$ cat src/rtl/mem_arbiter.sv
// Arbitrates one memory port between CPU and DMA: round-robin, DMA burst lock, CPU starvation guard.
// Grant is combinational (0-cycle latency); read rvalid follows 1 cycle later; a loser simply keeps req high.
module mem_arbiter #(
  parameter int ADDR_W   = 16,
  parameter int DATA_W   = 8,
  parameter int LOCK_MAX = 4
) (
  input  logic              clk,
  input  logic              reset,
  input  logic              cpu_req,
  input  logic              cpu_we,
  input  logic [ADDR_W-1:0] cpu_addr,
  input  logic [DATA_W-1:0] cpu_wdata,
  output logic              cpu_gnt,
  output logic              cpu_rvalid,
  output logic [DATA_W-1:0] cpu_rdata,
  input  logic              dma_req,
  input  logic              dma_we,
  input  logic [ADDR_W-1:0] dma_addr,
  input  logic [DATA_W-1:0] dma_wdata,
  input  logic              dma_lock,
  output logic              dma_gnt,
  output logic              dma_rvalid,
  output logic [DATA_W-1:0] dma_rdata,
  output logic              mem_en,
  output logic              mem_we,
  output logic [ADDR_W-1:0] mem_addr,
  output logic [DATA_W-1:0] mem_wdata,
  input  logic [DATA_W-1:0] mem_rdata
);

  typedef enum logic {ARB, LOCKED} state_e;

  localparam logic [3:0] LOCK_MAX_C = 4'(LOCK_MAX);

  state_e     state_q;
  logic       last_dma_q;
  logic       rd_pend_q;
  logic       rd_dma_q;
  logic [3:0] starve_q;
  logic       force_cpu;

  always_comb begin
    cpu_gnt   = 1'b0;
    dma_gnt   = 1'b0;
    force_cpu = (state_q == LOCKED) && cpu_req && (starve_q == LOCK_MAX_C);
    if (!reset) begin
      if (state_q == ARB) begin
        if (cpu_req && dma_req) begin
          cpu_gnt = last_dma_q;
          dma_gnt = !last_dma_q;
        end else begin
          cpu_gnt = cpu_req;
          dma_gnt = dma_req;
        end
      end else begin
        cpu_gnt = force_cpu;
        dma_gnt = dma_req && !force_cpu;
      end
    end
  end

  always_comb begin
    mem_en    = cpu_gnt | dma_gnt;
    mem_we    = 1'b0;
    mem_addr  = '0;
    mem_wdata = '0;
    if (cpu_gnt) begin
      mem_we    = cpu_we;
      mem_addr  = cpu_addr;
      mem_wdata = cpu_wdata;
    end else if (dma_gnt) begin
      mem_we    = dma_we;
      mem_addr  = dma_addr;
      mem_wdata = dma_wdata;
    end
  end

  // Starvation counter only runs while locked; any exit from LOCKED clears it.
  always_ff @(posedge clk or posedge reset) begin
    if (reset) begin
      state_q    <= ARB;
      last_dma_q <= 1'b1;
      starve_q   <= 4'd0;
      rd_pend_q  <= 1'b0;
      rd_dma_q   <= 1'b0;
    end else begin
      if (cpu_gnt || dma_gnt) last_dma_q <= dma_gnt;
      rd_pend_q <= (cpu_gnt && !cpu_we) || (dma_gnt && !dma_we);
      rd_dma_q  <= dma_gnt;
      case (state_q)
        ARB: begin
          starve_q <= 4'd0;
          if (dma_gnt && dma_lock) state_q <= LOCKED;
        end
        LOCKED: begin
          if (!dma_lock) begin
            state_q  <= ARB;
            starve_q <= 4'd0;
          end else if (cpu_gnt) begin
            starve_q <= 4'd0;
          end else if (cpu_req && starve_q != 4'hF) begin
            starve_q <= starve_q + 4'd1;
          end
        end
        default: state_q <= ARB;
      endcase
    end
  end

  assign cpu_rvalid = rd_pend_q && !rd_dma_q;
  assign dma_rvalid = rd_pend_q && rd_dma_q;
  assign cpu_rdata  = mem_rdata;
  assign dma_rdata  = mem_rdata;

endmodule

$ cat config.mk
export PLATFORM = sky130hd
export DESIGN_NAME = mem_arbiter
export DESIGN_NICKNAME = d
export VERILOG_FILES = /design/src/rtl/mem_arbiter.sv
export SDC_FILE = /design/constraint.sdc
export NUM_CORES = 1
export LEC_CHECK = 0
export BUFFER_PORTS_ARGS = -buffer_cell sky130_fd_sc_hd__buf_2
export CAP_MARGIN = 20
export CORE_UTILIZATION = 33
export CTS_CLUSTER_SIZE = 25
export DETAILED_ROUTE_END_ITERATION = 10
export HOLD_SLACK_MARGIN = 0.1
export PLACE_DENSITY = 0.83
export SYNTH_ARGS = -nofsm -noshare
export SYNTH_HDL_FRONTEND = slang
export SYNTH_SLANG_ARGS = --single-unit
$ cat constraint.sdc
create_clock -name clk -period 1.75 [get_ports clk]
set_input_delay 0.2625 -clock clk [delete_from_list [all_inputs] [get_ports clk]]
set_output_delay 0.2625 -clock clk [all_outputs]
set_load 0.05 [all_outputs]
# After elaboration in Yosys (flattened, before gate mapping)
# Cells that the tools add are included.
[word_totals]
reg_bits = 8
latch_bits = 0
ram_bits = 0
romBits = 0
input_bits = 63
output_inout_bits = 46
elab_cells = 47
memories = 0
[classes]
add_sub_neg = 1
multipliers = 0
n_div = 0
magnitude_cmp = 0
n_eq_ne = 3
shifts = 0
n_mux = 19
n_bitwise = 2
n_reduce_logical = 17
[ops]
columns = ["operator", "n"]
rows = [
  ["$mux W16", 2],
  ["$mux W8", 2],
  ["$mux W4", 3],
  ["$logic_and A1 B1 Y1", 10],
  ["$mux W1", 10],
  ["$pmux W4 S2", 1],
  ["$logic_not A1 Y1", 5],
  ["$add A4 B1 Y4 const B", 1],
  ["$eq A4 B3 Y1 const B", 1],
  ["$ne A4 B3 Y1 const B", 1],
  ["$ne A4 B4 Y1 const B", 1],
  ["$logic_or A1 B1 Y1", 2],
  ["$pmux W1 S2", 1],
  ["$not A1 Y1", 1],
  ["$or A1 B1 Y1", 1],
]

# Depth between registers and ports, before layout
# Gate-level depths: netlist (run 1).
[depth]
ltp_word = 9
ltp_mapped = 7
mapped_depth_nobuf = 6

# Worst setup path after synthesis (run 1)
# Ideal clock, no wire load.
[synth_timing]
path_type = "register to output"
from = "register starve_q[0]"
to = "output cpu_gnt"
t_arrival_ns = 1.807
required_ns = 1.487
path_slack_ns = -0.320
path_stages_with_launch = 7
path_cell_list = "dfrtp_1 > inv_1 > ha_1 > and3_1 > a32oi_4 > buf_4 > nor2_1"
[synth_via]
elab_chain_len = 4
[synth_lines]
columns = ["element", "line", "rtl"]
rows = [
  ["start: declaration", "40", "logic [3:0] starve_q;"],
  ["start signal: assignment", "103", "starve_q <= starve_q + 4'd1;"],
  ["$eq A4 B3 Y1", "46", "force_cpu = (state_q == LOCKED) && cpu_req && (starve_q == LOCK_MAX_C);"],
  ["$logic_and A1 B1 Y1", "46", ""],
  ["$mux W1", "48", "if (state_q == ARB) begin"],
  ["$mux W1", "47", "if (!reset) begin"],
  ["end: declaration", "14", "output logic cpu_gnt,"],
]
# No other way between the ends.

# Worst setup path after layout (run 1)
[layout_timing]
from = "register starve_q[1]"
to = "output mem_addr[4]"
[layout_via]
elab_chain_len = 8
[layout_lines]
columns = ["element", "line", "rtl"]
rows = [
  ["$eq A4 B3 Y1 (*)", "46", ""],
  ["$logic_and A1 B1 Y1 (*)", "46", ""],
  ["$logic_not A1 Y1", "58", "dma_gnt = dma_req && !force_cpu;"],
  ["$logic_and A1 B1 Y1", "58", ""],
  ["$mux W1", "48", ""],
  ["$mux W1", "47", ""],
  ["$mux W16", "72", "end else if (dma_gnt) begin"],
  ["$mux W16 (*)", "68", "if (cpu_gnt) begin"],
  ["end: declaration", "27", "output logic [ADDR_W-1:0] mem_addr,"],
]
# Every way passes the cells marked *; elsewhere a longest branch is shown, timed or not.

==> impl_metrics.env, run 1 <==
export IMPL_firstDrtPassIters=4
export IMPL_die_x_um=60.4
export IMPL_dp_cells=248
export IMPL_wl_per_cell_um=14.9
export IMPL_ant_nets=0
export IMPL_stdcell_area_um2=2300
export IMPL_power_density_nw_per_um2=513
export IMPL_fin_crit_ns=2.13
export IMPL_fin_ws_ns=-0.381
export IMPL_cp_cell_sequence="inv_1 > ha_2 > and3_4 > a211o_4 > clkinv_8 > buf_12 > o2bb2ai_2 > buf_6"
export IMPL_syn_nets=187
export IMPL_routed_wl_um=3870
export IMPL_yosysTopAreaCellShare_pct=25.4
export IMPL_clockBufferDepth=2
export IMPL_maxCapViolations=0
export IMPL_fin_skew_ns=0.0164
export IMPL_num_vias=1263
export IMPL_htreeDepth=1
export IMPL_yosysTopAreaCell="o2bb2ai_2"
export IMPL_num_nets_final=282
export IMPL_root_buffer="clkbuf_4"
export IMPL_timing_final_crit_share_pct=122
export IMPL_antenna_found_initial=0
export IMPL_yosysSeqAreaShare_pct=17.9
export IMPL_cp_slowest_stage_delay_ns=0.35
export IMPL_die_h_um=60.4
export IMPL_clk_latency_ns=0.27
export IMPL_portBuffers=84
export IMPL_worstMarginPinSlew_ns=0.426
export IMPL_fmax_mhz=469
export IMPL_drt_iter0_drc=22
export IMPL_peakVddDrop_uv=315
export IMPL_status="finished, violations left"
export IMPL_die_area_um2=3640
export IMPL_slew_headroom_pct=71.6
export IMPL_violations="negative setup slack"
export IMPL_hold_viol_final=0
export IMPL_hp_start="dma_lock"
export IMPL_synthToLayoutAreaGrowth_pct=105
export IMPL_syn_inst=122
export IMPL_crit_slowest_cell="dfrtp_1"
export IMPL_final_cell_mix="buf_2 (56), nand2_1 (27), buf_6 (26)"
export IMPL_numCtsBuffers=3
export IMPL_viasPerCell=4.86
export IMPL_gp_congestion=0.893
export IMPL_row_count=20
export IMPL_worstSetupPathType="register to primary output"
export IMPL_setup_violations=28
export IMPL_cellLeakagePower_nw=1.02
export IMPL_coreArea_um2=3150
export IMPL_syn_avg_cell_area_um2=9.21
export IMPL_hp_class="input pin to register"
export IMPL_drc=0
export IMPL_whs_ns=0.238
export IMPL_grt_overflow=0
export IMPL_path_clk_slew_ns=0.07
export IMPL_grt_pass1_wl_um=5640
export IMPL_synth_edff_count=0
export IMPL_initial_core_util_pct=35.6
export IMPL_rsz0062_at_grt="yes"
export IMPL_postCtsHoldBufs=0
export IMPL_track_usage_pct=20.8
export IMPL_final_cells=260
export IMPL_finalMaxSlewViolations=0
export IMPL_yosysWarnings=0
export IMPL_diodes=0
export IMPL_grt_pass1_vias=1280
export IMPL_grt_max_degree=29
export IMPL_ios=109
export IMPL_dpl_cell_area_um2=1750
export IMPL_cp_arrival_ns=1.87
export IMPL_critPathMaxFanout=7
export IMPL_clock_sinks=8
export IMPL_synth_ff_type="dfrtp_1"
export IMPL_cp_required_ns=1.49
export IMPL_drive_above_1_share_pct=71.3
export IMPL_async_flop_share_pct=100
export IMPL_critPathLaunch="starve_q[1]"
export IMPL_final_common_cell="buf_2"
export IMPL_synthTopCellsByArea="o2bb2ai_2 (25%), dfrtp_1 (16%), buf_4 (12%)"
export IMPL_cts_tree="done"
export IMPL_synth_area_um2=1120
export IMPL_startpoint_type="register"
export IMPL_ys_seq_elements=8
export IMPL_worstSetupEndpointType="primary output"
export IMPL_r2r_start="starve_q[1]"
export IMPL_ys_types=34
export IMPL_dp_hpwl_um=2460
-- layer usage --
| layer | part of all wire, % | vias to the layer above | track usage [%] |
|---|---|---|---|
| met3 | 4.9 | 5 | 3.41 |
| met2 | 55 | 50 | 38.8 |
| li1 | - | 613 | - |
| met5 | 0 | - | 0 |
| met1 | 40 | 595 | 24.9 |
| met4 | 0.80 | 0 | 4.32 |
-- state kept, by name (all words and copies together), names as in the netlist --
signal,flops
last_dma_q,1
rd_dma_q,1
rd_pend_q,1
starve_q,4
state_q,1
-- timing repair --
item	in CTS	in global routing
buffers inserted	3	3
endpoints found under the setup margin	28	29
hold endpoints to repair	0	0
gates cloned	3	1
resized for setup	80	15
pin swaps	7	3
-- power breakdown --
| group | switching (W) | internal, W | total, W |
|---|---|---|---|
| logic | 0.000452 | 0.000362 | 0.000814 |
| registers | 0.00000818 | 0.000198 | 0.000206 |
| clock network | 0.0000717 | 0.0000876 | 0.000159 |
| total | 0.000532 | 0.000648 | 0.00118 |
-- cell families after synthesis --
logic type / Yosys count / synth area share (%)
compound gates: 40 / 41.9
fa+ha+maj: 2 / 2.23
buf+inv: 30 / 20.0
flops: 8 / 17.9
simple gates: 42 / 17.9
-- layout make-up --
cell class / count / area, µm²
inverter: 7 / 38.8
sequential: 8 / 201
fill: 213 / 852
tap: 44 / 55.1
timing repair buffer: 113 / 966
clock buffer: 4 / 26.3
multi-input combinational: 84 / 1010
-- critical path, delay by kind of cell, from the launching register on --
family / cells / cell delay (ns)
buffers and inverters: 4 / 0.46
AOI/OAI and AO/OA: 2 / 0.46
DFF: 1 / 0.35
adders and majority gates: 1 / 0.17
and+or+nand+nor: 1 / 0.15
-- per-stage QoR --
stage | util [%] | power (W) | setup TNS [ns] | worst slack (ns)
2_1_floorplan | - | 0.000730 | -4.02 | -0.199
3_3_place_gp | 55.6 | 0.000805 | -4.65 | -0.188
3_5_place_dp | 55.6 | 0.000813 | -4.93 | -0.213
4_1_cts | 69.1 | 0.00115 | -10.05 | -0.390
5_1_grt | 73.0 | 0.00123 | -11.83 | -0.444
6_report | 73.0 | 0.00118 | -10.00 | -0.381
-- path summary, 6_finish.rpt --
path	endpoint	slack [ns]	cells past startpoint
min in group asynchronous	starve_q[0]	0.45	4
max in group asynchronous	last_dma_q	1.07	4
min	state_q	0.24	2
min reg2reg	starve_q[2]	0.62	2
max	mem_addr[4]	-0.38	8
max reg2reg	last_dma_q	0.07	8
-- synthesized netlist by cell type, drive strengths merged (2+ instances only) --
master and number:
nand2 27, o2bb2ai 25, buf 21, dfrtp 7
inv 6, a21oi 3, nand3 3, o21ai 3
and2 2, and3 2, clkbuf 2, ha 2
nand2b 2, nor2b 2
Power figures use the tool's default switching activity.
==> run 2, diff against run 1 <==
--- a/config.mk
+++ b/config.mk
@@ -7,11 +7,11 @@
 export LEC_CHECK = 0
 export BUFFER_PORTS_ARGS = -buffer_cell sky130_fd_sc_hd__buf_2
 export CAP_MARGIN = 20
-export CORE_UTILIZATION = 33
+export CORE_UTILIZATION = 35
 export CTS_CLUSTER_SIZE = 25
 export DETAILED_ROUTE_END_ITERATION = 10
 export HOLD_SLACK_MARGIN = 0.1
-export PLACE_DENSITY = 0.83
+export PLACE_DENSITY = 0.84
 export SYNTH_ARGS = -nofsm -noshare
 export SYNTH_HDL_FRONTEND = slang
 export SYNTH_SLANG_ARGS = --single-unit
==> constraint.sdc (replaced) <==
create_clock -name clk -period 2.4 [get_ports clk]
set_input_delay 0.36 -clock clk [delete_from_list [all_inputs] [get_ports clk]]
set_output_delay 0.36 -clock clk [all_outputs]
set_load 0.05 [all_outputs]
==> impl_metrics.env, run 2 (synthesis results as in run 1) <==
export IMPL_cp_num_cells=7
export IMPL_ant_nets=0
export IMPL_fin_skew_ns=0.00264
export IMPL_fin_crit_ns=2.31
export IMPL_viasPerCell=5.00
export IMPL_grt_pass1_vias=1124
export IMPL_cp_cell_sequence="inv_1 > ha_1 > and3_4 > a211o_4 > inv_8 > o2bb2ai_2 > buf_4"
export IMPL_coreArea_um2=3050
export IMPL_grt_max_degree=32
export IMPL_cts_tree="done"
export IMPL_finalMaxSlewViolations=0
export IMPL_startpoint_type="register"
export IMPL_die_h_um=58.7
export IMPL_track_usage_pct=17.2
export IMPL_rr_endpoint="rd_pend_q"
export IMPL_rsz0062_at_grt="no"
export IMPL_largest_register="starve_q"
export IMPL_drc=0
export IMPL_status="finished, final reports clean"
export IMPL_grt_pass1_wl_um=4530
export IMPL_dp_hpwl_um=2190
export IMPL_fmax_mhz=434
export IMPL_tns_ns=0
export IMPL_cp_arrival_ns=1.95
export IMPL_area_sequential_um2=201
export IMPL_r2r_start="starve_q[0]"
export IMPL_cp_required_ns=2.04
export IMPL_grt_overflow=0
export IMPL_power_density_nw_per_um2=422
export IMPL_row_count=20
export IMPL_die_area_um2=3440
export IMPL_cp_slowest_stage_delay_ns=0.40
export IMPL_root_buffer="clkbuf_4"
export IMPL_synthToLayoutAreaGrowth_pct=41.1
export IMPL_initial_core_util_pct=36.8
export IMPL_diodes=0
export IMPL_routed_wl_um=3090
export IMPL_r2r_slack_ns=0.84
export IMPL_clock_sinks=8
export IMPL_drive_above_1_share_pct=62.7
export IMPL_critPathMaxFanout=14
export IMPL_ios=109
export IMPL_portBuffers=84
export IMPL_antenna_found_initial=0
export IMPL_hold_viol_final=0
export IMPL_clk_latency_ns=0.26
export IMPL_wl_per_cell_um=13.0
export IMPL_worstSetupPathType="register to primary output"
export IMPL_slew_headroom_pct=66.8
export IMPL_htreeDepth=1
export IMPL_firstDrtPassIters=4
export IMPL_maxCapViolations=0
export IMPL_rr_worst_depth=6
export IMPL_path_clk_slew_ns=0.05
export IMPL_cellLeakagePower_nw=0.760
export IMPL_worstSetupEndpointType="primary output"
export IMPL_numCtsBuffers=3
export IMPL_setup_violations=0
export IMPL_final_cell_mix="buf_2 (59), nand2_1 (27), buf_4 (22)"
export IMPL_worstMarginPinSlew_ns=0.497
export IMPL_peakVddDrop_uv=273
export IMPL_drt_iter0_drc=31
export IMPL_gp_congestion=0.839
export IMPL_largest_reg_flops=4
export IMPL_timing_final_crit_share_pct=96.1
export IMPL_path_buf_inv=3
export IMPL_final_core_util_pct=51.9
export IMPL_num_vias=1185
export IMPL_cp_top_family="compound AO/OA/AOI/OAI gates"
export IMPL_die_x_um=58.7
export IMPL_crit_slowest_cell="a211o_4"
export IMPL_multiInputGateArea_um2=702
export IMPL_clockBufferDepth=2
export IMPL_hp_class="input pin to asynchronous set/reset pin"
export IMPL_fill_cells=296
export IMPL_final_common_cell="buf_2"
export IMPL_num_nets_final=259
[run 2: changes by cell type in the layout (fill, tap and decap cells not counted), moves of 3 or more]
cell	previous run	this run
buf_2	56	59
o2bb2ai_1	0	6
o2bb2ai_2	4	19
o2bb2ai_4	21	0
buf_6	26	8
buf_12	4	0
buf_8	7	0
buf_4	17	22
[run 2: cell type report]
class | instances | area share, %
Sequential cell | 8 | 12.7
Multi-Input combinational cell | 84 | 44.3
Tap cell | 44 | 3.47
Timing Repair Buffer | 89 | 34.7
Clock buffer | 4 | 1.66
Inverter | 7 | 2.45
Timing Repair inverter | 1 | 0.710
[run 2: what timing repair did]
action | 4_1_cts | 5_1_grt
gates cloned | 0 | 1
gates resized for setup | 25 | 13
hold buffers | 0 | 0
buffers inserted | 0 | 2
hold endpoints to repair | 0 | 0
setup endpoints to repair | 25 | 26
pin swaps | 0 | 1
[run 2: how the worst max path moves through the flow]
stage	from	end	slack [ns]
4_1_cts	starve_q[0]	mem_wdata[3]	0.00006
2_1_floorplan	starve_q[0]	cpu_gnt	0.23
3_5_place_dp	starve_q[0]	mem_addr[10]	0.18
6_report	starve_q[0]	mem_addr[5]	0.09
3_3_place_gp	starve_q[0]	mem_addr[11]	0.22
5_1_grt	starve_q[0]	mem_wdata[7]	0.02
[run 2: worst register-to-register path: stages, from the launching register on]
cell and delay [ns]:
dfrtp_1 0.38, inv_1 0.07, ha_1 0.16, and3_4 0.24, a32oi_4 0.06, buf_4 0.22, o32ai_1 0.31
[run 2: through the flow]
| step | setup slack, ns | instances | total power [W] | area (µm²) | hold WS [ns] |
|---|---|---|---|---|---|
| 2_1_floorplan | 0.233 | 122 | 0.000501 | 1120 | 0.454 |
| 3_3_place_gp | 0.216 | 230 | 0.000516 | 1430 | 0.457 |
| 3_5_place_dp | 0.183 | 230 | 0.000521 | 1430 | 0.461 |
| 4_1_cts | 0.0000562 | 234 | 0.000658 | 1520 | 0.182 |
| 5_1_grt | 0.0190 | 237 | 0.000709 | 1590 | 0.203 |
| 6_report | 0.0933 | 237 | 0.000669 | 1590 | 0.182 |
[run 2: routing by layer]
| metal | track usage, % | wire [µm] | vias to the layer above |
|---|---|---|---|
| met5 | 0 | 0 | - |
| met4 | 10.2 | 57 | 0 |
| met3 | 3.74 | 276 | 5 |
| met2 | 30.5 | 1630 | 63 |
| met1 | 18.6 | 1120 | 543 |
| li1 | - | - | 574 |
[run 2: report_power, final]
| part | total (W) | leakage, nW | internal (W) | switching (W) |
|---|---|---|---|---|
| clock network | 0.000112 | 0.0150 | 0.0000637 | 0.0000483 |
| registers | 0.000149 | 0.106 | 0.000144 | 0.00000514 |
| logic | 0.000408 | 0.639 | 0.000145 | 0.000263 |
| total | 0.000669 | 0.760 | 0.000353 | 0.000316 |
